$ cat src/rtl/nrs_est_time_interp_if.sv
// Store-read and estimate-stream bundle for nrs_est_time_interp.
// The master modport is the interpolator side; slave is the store plus equalizer side.
interface nrs_est_time_interp_if #(
    parameter int WIDTH_EST = 17
);
    logic        [1:0]           rd_addr;
    logic signed [WIDTH_EST-1:0] est_r;
    logic signed [WIDTH_EST-1:0] est_i;
    logic signed [WIDTH_EST-1:0] h_r;
    logic signed [WIDTH_EST-1:0] h_i;
    logic                        h_valid;
    logic                        h_ready;
    logic        [2:0]           sym_idx;

    modport master (
        output rd_addr,
        input  est_r,
        input  est_i,
        output h_r,
        output h_i,
        output h_valid,
        input  h_ready,
        output sym_idx
    );

    modport slave (
        input  rd_addr,
        output est_r,
        output est_i,
        input  h_r,
        input  h_i,
        input  h_valid,
        output h_ready,
        input  sym_idx
    );
endinterface

$ cat src/rtl/nrs_est_time_interp.sv
// Reads the four NRS pilot estimates of a slot, averages each pilot pair and streams a linear
// time inter/extrapolation for every OFDM symbol. Define NRS_INTERP_ROUND_EN for round-half-up pair averages.
module nrs_est_time_interp #(
    parameter int WIDTH_EST = 17,
    parameter int NUM_SYM   = 7,
    parameter int L_A       = 5,
    parameter int L_B       = 6,
    parameter int ACC_W     = 21
) (
    input  logic                   clk,
    input  logic                   rst,
    input  logic                   start,
    output logic                   busy,
    output logic                   done,
    nrs_est_time_interp_if.master  bus
);

    localparam int SUM_W = WIDTH_EST + 1;
    localparam logic [1:0] LAST_ADDR = 2'd3;
    localparam logic [2:0] LAST_SYM  = 3'(NUM_SYM - 1);
    localparam logic signed [ACC_W-1:0] SAT_HI = ACC_W'((2 ** (WIDTH_EST - 1)) - 1);
    localparam logic signed [ACC_W-1:0] SAT_LO = ~SAT_HI;

`ifdef NRS_INTERP_ROUND_EN
    localparam logic signed [SUM_W-1:0] RND = SUM_W'(1);
`else
    localparam logic signed [SUM_W-1:0] RND = SUM_W'(0);
`endif

    // The per-symbol step equals one pair-to-pair delta only when the pilot symbols are adjacent.
    if (L_B != L_A + 1) begin : g_bad_pilot_spacing
        $error("nrs_est_time_interp: L_B must equal L_A+1");
    end

    typedef enum logic [2:0] {
        IDLE,
        READ,
        CALC,
        STREAM,
        DONE
    } state_t;

    state_t state_q;
    state_t state_d;

    logic start_read;
    logic capture;
    logic load;
    logic step;

    logic        [1:0]           rd_addr_q;
    logic        [2:0]           sym_q;
    logic signed [WIDTH_EST-1:0] cap_r_q [4];
    logic signed [WIDTH_EST-1:0] cap_i_q [4];
    logic signed [ACC_W-1:0]     acc_r_q;
    logic signed [ACC_W-1:0]     acc_i_q;
    logic signed [ACC_W-1:0]     dlt_r_q;
    logic signed [ACC_W-1:0]     dlt_i_q;

    function automatic logic signed [SUM_W-1:0] pair_avg(
        input logic signed [WIDTH_EST-1:0] a,
        input logic signed [WIDTH_EST-1:0] b
    );
        logic signed [SUM_W-1:0] s;
        s = SUM_W'(a) + SUM_W'(b) + RND;
        return s >>> 1;
    endfunction

    function automatic logic signed [WIDTH_EST-1:0] sat(input logic signed [ACC_W-1:0] v);
        if (v > SAT_HI) begin
            return SAT_HI[WIDTH_EST-1:0];
        end else if (v < SAT_LO) begin
            return SAT_LO[WIDTH_EST-1:0];
        end else begin
            return v[WIDTH_EST-1:0];
        end
    endfunction

    logic signed [SUM_W-1:0] avg_a_r;
    logic signed [SUM_W-1:0] avg_b_r;
    logic signed [SUM_W-1:0] avg_a_i;
    logic signed [SUM_W-1:0] avg_b_i;
    logic signed [SUM_W-1:0] dlt_r;
    logic signed [SUM_W-1:0] dlt_i;
    logic signed [ACC_W-1:0] init_r;
    logic signed [ACC_W-1:0] init_i;

    assign avg_a_r = pair_avg(cap_r_q[0], cap_r_q[1]);
    assign avg_b_r = pair_avg(cap_r_q[2], cap_r_q[3]);
    assign avg_a_i = pair_avg(cap_i_q[0], cap_i_q[1]);
    assign avg_b_i = pair_avg(cap_i_q[2], cap_i_q[3]);
    assign dlt_r   = avg_b_r - avg_a_r;
    assign dlt_i   = avg_b_i - avg_a_i;

    // Extrapolate back from symbol L_A to symbol 0; ACC_W leaves headroom for the full sweep.
    assign init_r = ACC_W'(avg_a_r) - ACC_W'(L_A) * ACC_W'(dlt_r);
    assign init_i = ACC_W'(avg_a_i) - ACC_W'(L_A) * ACC_W'(dlt_i);

    always_ff @(posedge clk or negedge rst) begin
        if (!rst) begin
            state_q <= IDLE;
        end else begin
            state_q <= state_d;
        end
    end

    always_comb begin
        // NOTE: every output of this block gets a default first, so no path can infer a latch.
        state_d    = state_q;
        start_read = 1'b0;
        capture    = 1'b0;
        load       = 1'b0;
        step       = 1'b0;
        case (state_q)
            IDLE: begin
                if (start) begin
                    start_read = 1'b1;
                    state_d    = READ;
                end
            end
            READ: begin
                capture = 1'b1;
                if (rd_addr_q == LAST_ADDR) begin
                    state_d = CALC;
                end
            end
            CALC: begin
                load    = 1'b1;
                state_d = STREAM;
            end
            STREAM: begin
                if (bus.h_ready) begin
                    step = 1'b1;
                    if (sym_q == LAST_SYM) begin
                        state_d = DONE;
                    end
                end
            end
            DONE: begin
                state_d = IDLE;
            end
            default: begin
                state_d = IDLE;
            end
        endcase
    end

    always_ff @(posedge clk or negedge rst) begin
        if (!rst) begin
            rd_addr_q <= '0;
            sym_q     <= '0;
            acc_r_q   <= '0;
            acc_i_q   <= '0;
            dlt_r_q   <= '0;
            dlt_i_q   <= '0;
            // NOTE: the capture array is only four entries, so it is cleared with the rest of the
            // state; larger storage would normally be left unreset to map onto RAM.
            for (int k = 0; k < 4; k++) begin
                cap_r_q[k] <= '0;
                cap_i_q[k] <= '0;
            end
        end else begin
            // NOTE: non-blocking assignments throughout, so every register samples pre-edge values.
            if (start_read) begin
                rd_addr_q <= '0;
            end else if (capture) begin
                cap_r_q[rd_addr_q] <= bus.est_r;
                cap_i_q[rd_addr_q] <= bus.est_i;
                rd_addr_q          <= rd_addr_q + 2'd1;
            end

            if (load) begin
                acc_r_q <= init_r;
                acc_i_q <= init_i;
                dlt_r_q <= ACC_W'(dlt_r);
                dlt_i_q <= ACC_W'(dlt_i);
                sym_q   <= '0;
            end else if (step) begin
                acc_r_q <= acc_r_q + dlt_r_q;
                acc_i_q <= acc_i_q + dlt_i_q;
                sym_q   <= sym_q + 3'd1;
            end
        end
    end

    assign busy        = (state_q != IDLE);
    assign done        = (state_q == DONE);
    assign bus.rd_addr = rd_addr_q;
    assign bus.h_valid = (state_q == STREAM);
    assign bus.sym_idx = sym_q;
    assign bus.h_r     = sat(acc_r_q);
    assign bus.h_i     = sat(acc_i_q);

endmodule
$ cat src/flat_wrapper.sv
// flat-port wrapper written by rule: the top's interface ports become plain ports
module nrs_est_time_interp_flat 
#(
    parameter int WIDTH_EST = 17,
    parameter int NUM_SYM   = 7,
    parameter int L_A       = 5,
    parameter int L_B       = 6,
    parameter int ACC_W     = 21
)
  (clk, rst, start, busy, done, bus_rd_addr, bus_est_r, bus_est_i, bus_h_r, bus_h_i, bus_h_valid, bus_h_ready, bus_sym_idx);
  nrs_est_time_interp_if #(.WIDTH_EST(WIDTH_EST)) bus_i ();
  input  logic clk;
  input  logic rst;
  input  logic start;
  output logic busy;
  output logic done;
  output wire logic [$bits(bus_i.rd_addr)-1:0] bus_rd_addr;
  input wire logic [$bits(bus_i.est_r)-1:0] bus_est_r;
  input wire logic [$bits(bus_i.est_i)-1:0] bus_est_i;
  output wire logic [$bits(bus_i.h_r)-1:0] bus_h_r;
  output wire logic [$bits(bus_i.h_i)-1:0] bus_h_i;
  output wire logic [$bits(bus_i.h_valid)-1:0] bus_h_valid;
  input wire logic [$bits(bus_i.h_ready)-1:0] bus_h_ready;
  output wire logic [$bits(bus_i.sym_idx)-1:0] bus_sym_idx;
  assign bus_rd_addr = bus_i.rd_addr;
  assign bus_i.est_r = bus_est_r;
  assign bus_i.est_i = bus_est_i;
  assign bus_h_r = bus_i.h_r;
  assign bus_h_i = bus_i.h_i;
  assign bus_h_valid = bus_i.h_valid;
  assign bus_i.h_ready = bus_h_ready;
  assign bus_sym_idx = bus_i.sym_idx;
  nrs_est_time_interp #(.WIDTH_EST(WIDTH_EST), .NUM_SYM(NUM_SYM), .L_A(L_A), .L_B(L_B), .ACC_W(ACC_W)) u_core (.clk(clk), .rst(rst), .start(start), .busy(busy), .done(done), .bus(bus_i));
endmodule
$ cat config.mk
export PLATFORM = sky130hd
export DESIGN_NAME = nrs_est_time_interp_flat
export DESIGN_NICKNAME = d
export VERILOG_FILES = /design/src/rtl/nrs_est_time_interp_if.sv /design/src/rtl/nrs_est_time_interp.sv /design/src/flat_wrapper.sv
export SDC_FILE = /design/constraint.sdc
export NUM_CORES = 1
export LEC_CHECK = 0
export ABC_CLOCK_PERIOD_IN_PS = 14900
export BUFFER_PORTS_ARGS = -buffer_cell sky130_fd_sc_hd__buf_2
export CORE_ASPECT_RATIO = 0.6
export CORE_MARGIN = 2
export CORE_UTILIZATION = 50
export DETAILED_ROUTE_END_ITERATION = 16
export GPL_TIMING_DRIVEN = 0
export HOLD_SLACK_MARGIN = 0.1
export PLACE_DENSITY = 0.67
export SYNTH_ARGS = -nofsm -noshare
export SYNTH_HDL_FRONTEND = slang
export SYNTH_SLANG_ARGS = --single-unit
$ cat constraint.sdc
create_clock -name clk -period 14.9 [get_ports clk]
set_clock_uncertainty 0.2 [all_clocks]
set_input_delay 2.98 -clock clk [delete_from_list [all_inputs] [get_ports clk]]
set_output_delay 2.98 -clock clk [all_outputs]
set_load 0.02 [all_outputs]
==> impl_metrics.csv, run 1 <==
group,metric,value,unit
worst_setup_path,slowest_delay,0.77,ns
synth,synth_flop_cell,"dfrtp_1",
clock_network,numClockSinks,222,
worst_setup_path,end_kind,"flop",
min_path,min_from,"u_core.dlt_i_q[8]",
clock_network,clock_latency,0.56,ns
layout,fillCellCount,3244,
synth,synthCells,2008,
worst_setup_path,worst_r2r_path_depth,28,
detailed_routing,drt_iter0_drc,1133,
placed_design,post_dp_cell_area,0.01984,mm2
synth,synth_edf_count,0,
worst_setup_path,regToRegStartpoint,"u_core.cap_r_q[0]",
synth,ys_ff_latch,222,
synth,yosysSeqAreaShare,29.59,%
global_routing,grt_max_degree,118,
worst_setup_path,crit_end,"u_core.acc_r_q[20]",
worst_setup_path,required,15.10,ns
worst_setup_path,crit_arrival,8.53,ns
timing,rsz0062_at_grt,"no",
timing,fin_crit_sh,55.91,%
synth,syn-cell-area,0.01877,mm2
timing,fmax,0.1200,GHz
floorplan,die_w,254.2,um
timing,worst_pin_slew,1.217,ns
timing,hold_viol,0,
status,status,"completed",
worst_setup_path,cp_common_cell,"ha_1",
clock_network,ctsResizeCount,0,
clock_network,cts_tree,"yes",
global_routing,grtUsageTotal,26.73,%
clock_network,htree_levels,1,
timing,setup-tns-final,0,ns
layout,diodes,0,
timing,relSlewSlack,18.89,%
clock_network,clockBufferDepth,3,
detailed_routing,wire_per_inst,19.78,um
job,drv_cap,0,
global_routing,antenna_found_initial,1,
worst_setup_path,timing.rr.end,"u_core.acc_r_q[20]",
worst_setup_path,cp_max_fo,5,
synth,ys_async_sr_fraction,100.0,%
floorplan,dieArea,0.03916,mm2
detailed_routing,vias_per_cell,5.843,
placed_design,dp_hpwl,41.16,mm
floorplan,initial_core_util,51.17,%
layout,drive_gt1_share,13.50,%
synth,ys_warn_count,0,
layout,final_cell_mix,"ha_1 (249), dfrtp_1 (222), nand2_1 (182)",
timing,setup_viol,0,
floorplan,rows,54,
layout,fin_area,0.02066,mm2
floorplan,die_y,154.1,um
min_path,hold_class,"flop to flop",
worst_setup_path,regToRegSetupSlack,6.57,ns
layout,final_common_cell,"ha_1",
synth,synth.distinct_cells,78,
worst_setup_path,crit_path_start,"u_core.cap_r_q[0]",
detailed_routing,dr.pass1.iters,5,
global_routing,grt_pass1_wl,82.12,mm
detailed_routing,vias,15420,
global_routing,gr-total-overflow,0,
layout,nets,2442,
clock_network,cts_setup_buffers,0,
placed_design,portBuffers,79,
detailed_routing,wl,52.19,mm
floorplan,coreArea,0.03669,mm2
placed_design,gp_congestion,0.9263,
global_routing,grt_pass1_vias,14900,
clock_network,cts_hold_buf,0,
timing,fin_crit,8.331,ns
detailed_routing,ant_nets,0,
detailed_routing,drc,0,
clock_network,cts_buffers,25,
clock_network,cts.clk_slew.worst_paths,0.06,ns
worst_setup_path,start_kind,"flop",
timing,finalMaxSlewViolations,0,
synth,synth_nets,2335,
clock_network,root_buffer,"clkbuf_16",
worst_setup_path,crit_type,"flop to flop",
floorplan,ios,80,
layout,syn2layout_area_growth,10.04,%
worst_setup_path,crit_slowest_cell,"o41ai_1",
synth,avgSynthCellArea,9.349,um2
## cell type report
type	count	area [um2]	area share, %
multi-input combinational	1579	12440	60.21
sequential	222	5555	26.89
clock buffer	34	699.4	3.386
tap	504	630.6	3.053
inverter	154	578.1	2.798
timing repair buffer	80	432.9	2.096
buffer	53	201.4	0.9752
clock inverter	12	121.4	0.5875
## state kept, by name (all words and copies together) (netlist names)
name / count
u_core.acc_i_q: 21
u_core.acc_r_q: 21
u_core.bus.rd_addr: 2
u_core.bus.sym_idx: 3
u_core.cap_i_q: 68
u_core.cap_r_q: 68
u_core.dlt_i_q: 18
u_core.dlt_r_q: 18
u_core.state_q: 3
## layer usage
layer	global-route usage [%]	vias to the layer above	part of all wire (%)	routed length, um
met5	0	-	0	0
met4	5.798	0	2.1	1084
met3	4.774	68	6.7	3489
met2	37.30	455	40	20640
met1	42.36	7522	52	26980
li1	-	7370	-	-
## how the worst min path moves through the flow
stage | to | slack, ns | cells after the start
2_1_floorplan | u_core.dlt_r_q[8] | 0.25 | 2
3_3_place_gp | u_core.dlt_i_q[0] | 0.27 | 2
3_5_place_dp | u_core.dlt_i_q[8] | 0.27 | 2
4_1_cts | u_core.dlt_i_q[8] | 0.29 | 2
5_1_grt | u_core.dlt_r_q[8] | 0.31 | 2
6_report | u_core.dlt_i_q[8] | 0.29 | 2
## worst max-delay path, delay by kind of cell (launching register included)
| kind | cells | cell delay [ns] |
|---|---|---|
| DFF | 1 | 0.39 |
| adders and majority gates | 6 | 2.28 |
| muxes | 1 | 0.08 |
| AOI/OAI and AO/OA | 14 | 4.07 |
| and+or+nand+nor | 3 | 0.44 |
| xor gates and xnor gates | 3 | 0.67 |
| buffers and inverters | 1 | 0.04 |
## metrics by stage
| stage | setup slack (ns) | hold slack, ns | utilization, % | std cells |
|---|---|---|---|---|
| global route | 6.149 | 0.3107 | 56.31 | 2638 |
| global placement | 6.780 | 0.2737 | 53.97 | 2591 |
| CTS | 6.586 | 0.2897 | 56.31 | 2638 |
| floorplan | 8.036 | 0.2524 | - | 2008 |
| detailed placement | 6.685 | 0.2749 | 54.07 | 2592 |
| finish | 6.569 | 0.2923 | 56.31 | 2638 |
## cell usage after synthesis, drive strengths merged, types with 11 or more instances
library cell	number	share of area, %
o21a	57	2.3
dfrtp	222	30
inv	154	3.1
or3	17	0.57
and3	19	0.66
fa	40	4.3
o211ai	11	0.44
nand2b	16	0.53
a21oi	141	3.8
a21boi	21	0.86
xnor2	80	3.7
and2	15	0.50
a31oi	22	0.73
a21o	44	1.8
mux2	147	8.8
nor2b	20	0.67
clkbuf	44	0.88
a211oi	26	1.1
o21ai	91	2.4
nor3	37	0.99
ha	249	17
nand3	32	0.85
nand2	182	3.6
nor2	129	2.6
xor2	57	2.7
## cells by family (layout without fill, tap and decap cells)
logic type,Yosys count,after routing,share of synthesized area (%)
buffers and inverters,207,333,4.152
muxes,154,154,9.211
adders and majority gates,289,289,20.86
DFF,222,222,29.59
and+or+nand+nor,505,505,12.47
xor gates and xnor gates,138,138,6.518
AOI/OAI and AO/OA,493,493,17.20
Power of run 1 is left out: the tool's default activity adds up to more than one toggle a clock period on the data nets, which glitch-free logic cannot reach.
==> run 2: changes to the inputs <==
--- a/config.mk
+++ b/config.mk
@@ -5,7 +5,7 @@
 export SDC_FILE = /design/constraint.sdc
 export NUM_CORES = 1
 export LEC_CHECK = 0
-export ABC_CLOCK_PERIOD_IN_PS = 14900
+export ABC_CLOCK_PERIOD_IN_PS = 8300
 export BUFFER_PORTS_ARGS = -buffer_cell sky130_fd_sc_hd__buf_2
 export CORE_ASPECT_RATIO = 0.6
 export CORE_MARGIN = 2
==> constraint.sdc (replaced) <==
create_clock -name clk -period 8.3 [get_ports clk]
set_clock_uncertainty 0.2 [all_clocks]
set_input_delay 1.66 -clock clk [delete_from_list [all_inputs] [get_ports clk]]
set_output_delay 1.66 -clock clk [all_outputs]
set_load 0.02 [all_outputs]
==> run 2 against run 1 <==
  * Cell count is the same
  * Sequential cell count unchanged
  * Register-to-register slack worse by 6.1 ns
  * Final area increased by 0.26%
  * Die area stayed put
  * Setup slack got worse by 6.1 ns
  * Critical endpoint is now u_core.acc_r_q[19]
==> impl_metrics.csv, run 2 (synthesis results as in run 1) <==
group,metric,value,unit
status,status,"completed",
worst_setup_path,regToRegSetupSlack,0.42,ns
layout,reg_top3,"u_core.cap_i_q x68, u_core.cap_r_q x68",
detailed_routing,drc,0,
worst_setup_path,timing.rr.end,"u_core.acc_r_q[19]",
worst_setup_path,cp_max_fo,6,
min_path,min_path_cells,2,
placed_design,dp_hpwl,41.16,mm
layout,drive_gt1_share,13.82,%
clock_network,cts_tree,"yes",
layout,diodes,0,
job,drv_cap,0,
floorplan,ios,80,
clock_network,clock_latency,0.56,ns
worst_setup_path,regToRegStartpoint,"u_core.cap_r_q[0]",
detailed_routing,vias,15370,
placed_design,gp_congestion,0.9263,
placed_design,post-place-ws,0.08524,ns
worst_setup_path,crit_slowest_cell,"fa_1",
worst_setup_path,end_kind,"flop",
global_routing,grt_max_degree,118,
floorplan,dieArea,0.03916,mm2
timing,relSlewSlack,19.44,%
detailed_routing,wl,52.22,mm
detailed_routing,vias_per_cell,5.828,
worst_setup_path,crit_family,"compound AO/OA/AOI/OAI gates",
clock_network,cts.clk_slew.worst_paths,0.06,ns
layout,final_common_cell,"ha_1",
detailed_routing,dr.pass1.iters,5,
global_routing,grt_pass1_wl,82.13,mm
worst_setup_path,slowest_delay,0.54,ns
worst_setup_path,crit_buf_inv,1,
placed_design,portBuffers,79,
timing,setup-tns-final,0,ns
global_routing,grt_pass1_vias,14900,
detailed_routing,drt_iter0_drc,1134,
global_routing,gr-total-overflow,0,
worst_setup_path,required,8.48,ns
clock_network,root_buffer,"clkbuf_16",
global_routing,grtUsageTotal,26.73,%
timing,finalMaxSlewViolations,0,
floorplan,initial_core_util,51.17,%
worst_setup_path,cp_common_cell,"a21oi_1",
worst_setup_path,crit_arrival,8.06,ns
clock_network,numClockSinks,222,
global_routing,antenna_found_initial,1,
timing,fin_crit,7.876,ns
timing,worst_pin_slew,1.208,ns
layout,nets,2442,
clock_network,htree_levels,1,
clock_network,cts_hold_buf,0,
min_path,min_to,"u_core.dlt_i_q[8]",
clock_network,clockBufferDepth,3,
min_path,hold_class,"flop to flop",
worst_setup_path,worst_r2r_path_depth,32,
clock_network,cts_buffers,25,
timing,hold_viol,0,
detailed_routing,wire_per_inst,19.80,um
worst_setup_path,start_kind,"flop",
layout,syn2layout_area_growth,10.32,%
timing,fin_crit_sh,94.89,%
floorplan,rows,54,
timing,fmax,0.1270,GHz
detailed_routing,ant_nets,0,
worst_setup_path,crit_type,"flop to flop",
min_path,min_from,"u_core.dlt_i_q[8]",
timing,setup_viol,0,
timing,rsz0062_at_grt,"no",
timing,setup_slack,0.4237,ns
placed_design,dp.cells,2592,
floorplan,die_y,154.1,um
floorplan,coreArea,0.03669,mm2
layout,final_cell_mix,"ha_1 (249), dfrtp_1 (222), nand2_1 (182)",
floorplan,die_w,254.2,um
layout,fin_cells,2638,
[run 2: cell types whose count changed in the layout (fill, tap and decap cells not counted)]
cell and change:
a211oi_1 -1, a211oi_2 +1, a21oi_1 -2, a21oi_2 +2, o311ai_0 -1, o311ai_1 +1
o41ai_1 -2, o41ai_2 +1, o41ai_4 +1, xnor2_1 -2, xnor2_2 +2
[run 2: final cells by class]
| type | count | area [um2] |
|---|---|---|
| Multi-Input combinational cell | 1579 | 12490 |
| Inverter | 154 | 578.1 |
| Fill cell | 3242 | 15980 |
| Timing Repair Buffer | 80 | 432.9 |
| Sequential cell | 222 | 5555 |
| Tap cell | 504 | 630.6 |
| Clock buffer | 34 | 699.4 |
| Buffer | 53 | 201.4 |
| Clock inverter | 12 | 121.4 |
[run 2: worst register-to-register path, delay by kind of cell (launching register included)]
family | cells | cell delay (ns)
and+or+nand+nor | 7 | 0.91
AOI/OAI and AO/OA | 15 | 3.38
buffers and inverters | 1 | 0.04
adders and majority gates | 6 | 2.22
xor gates and xnor gates | 3 | 0.56
DFF | 1 | 0.39
[run 2: how the worst max path moves through the flow]
stage	startpoint	endpoint	depth (start not counted)
floorplan	u_core.cap_r_q[0]	u_core.acc_r_q[19]	32
global placement	u_core.cap_r_q[0]	u_core.acc_r_q[19]	31
detailed placement	u_core.cap_r_q[0]	u_core.acc_r_q[20]	28
CTS	u_core.cap_r_q[0]	u_core.acc_r_q[20]	28
global route	u_core.cap_r_q[0]	u_core.acc_r_q[19]	32
finish	u_core.cap_r_q[0]	u_core.acc_r_q[19]	32
[run 2: through the flow]
step	hold slack, ns	area, um2	util (%)
6_report	0.2868	20710	56.45
5_1_grt	0.3107	20710	56.45
4_1_cts	0.2897	20660	56.33
3_5_place_dp	0.2749	19840	54.07
3_3_place_gp	0.2737	19800	53.97
2_1_floorplan	0.2524	18770	-
[run 2: repair_timing]
| action | 4_1_cts | 5_1_grt |
|---|---|---|
| endpoints found under the setup margin | 2 | 6 |
| setup buffers | 0 | 0 |
| resized for setup | 1 | 8 |
[run 2: per-layer routing]
metal | GRT usage [%] | vias to the layer above | share of wire, %
met4 | 5.798 | 0 | 2.0
li1 | - | 7374 | -
met2 | 37.31 | 474 | 40
met5 | 0 | - | 0
met1 | 42.36 | 7461 | 51
met3 | 4.774 | 64 | 7.2
Power of run 2 is left out for the same reason.
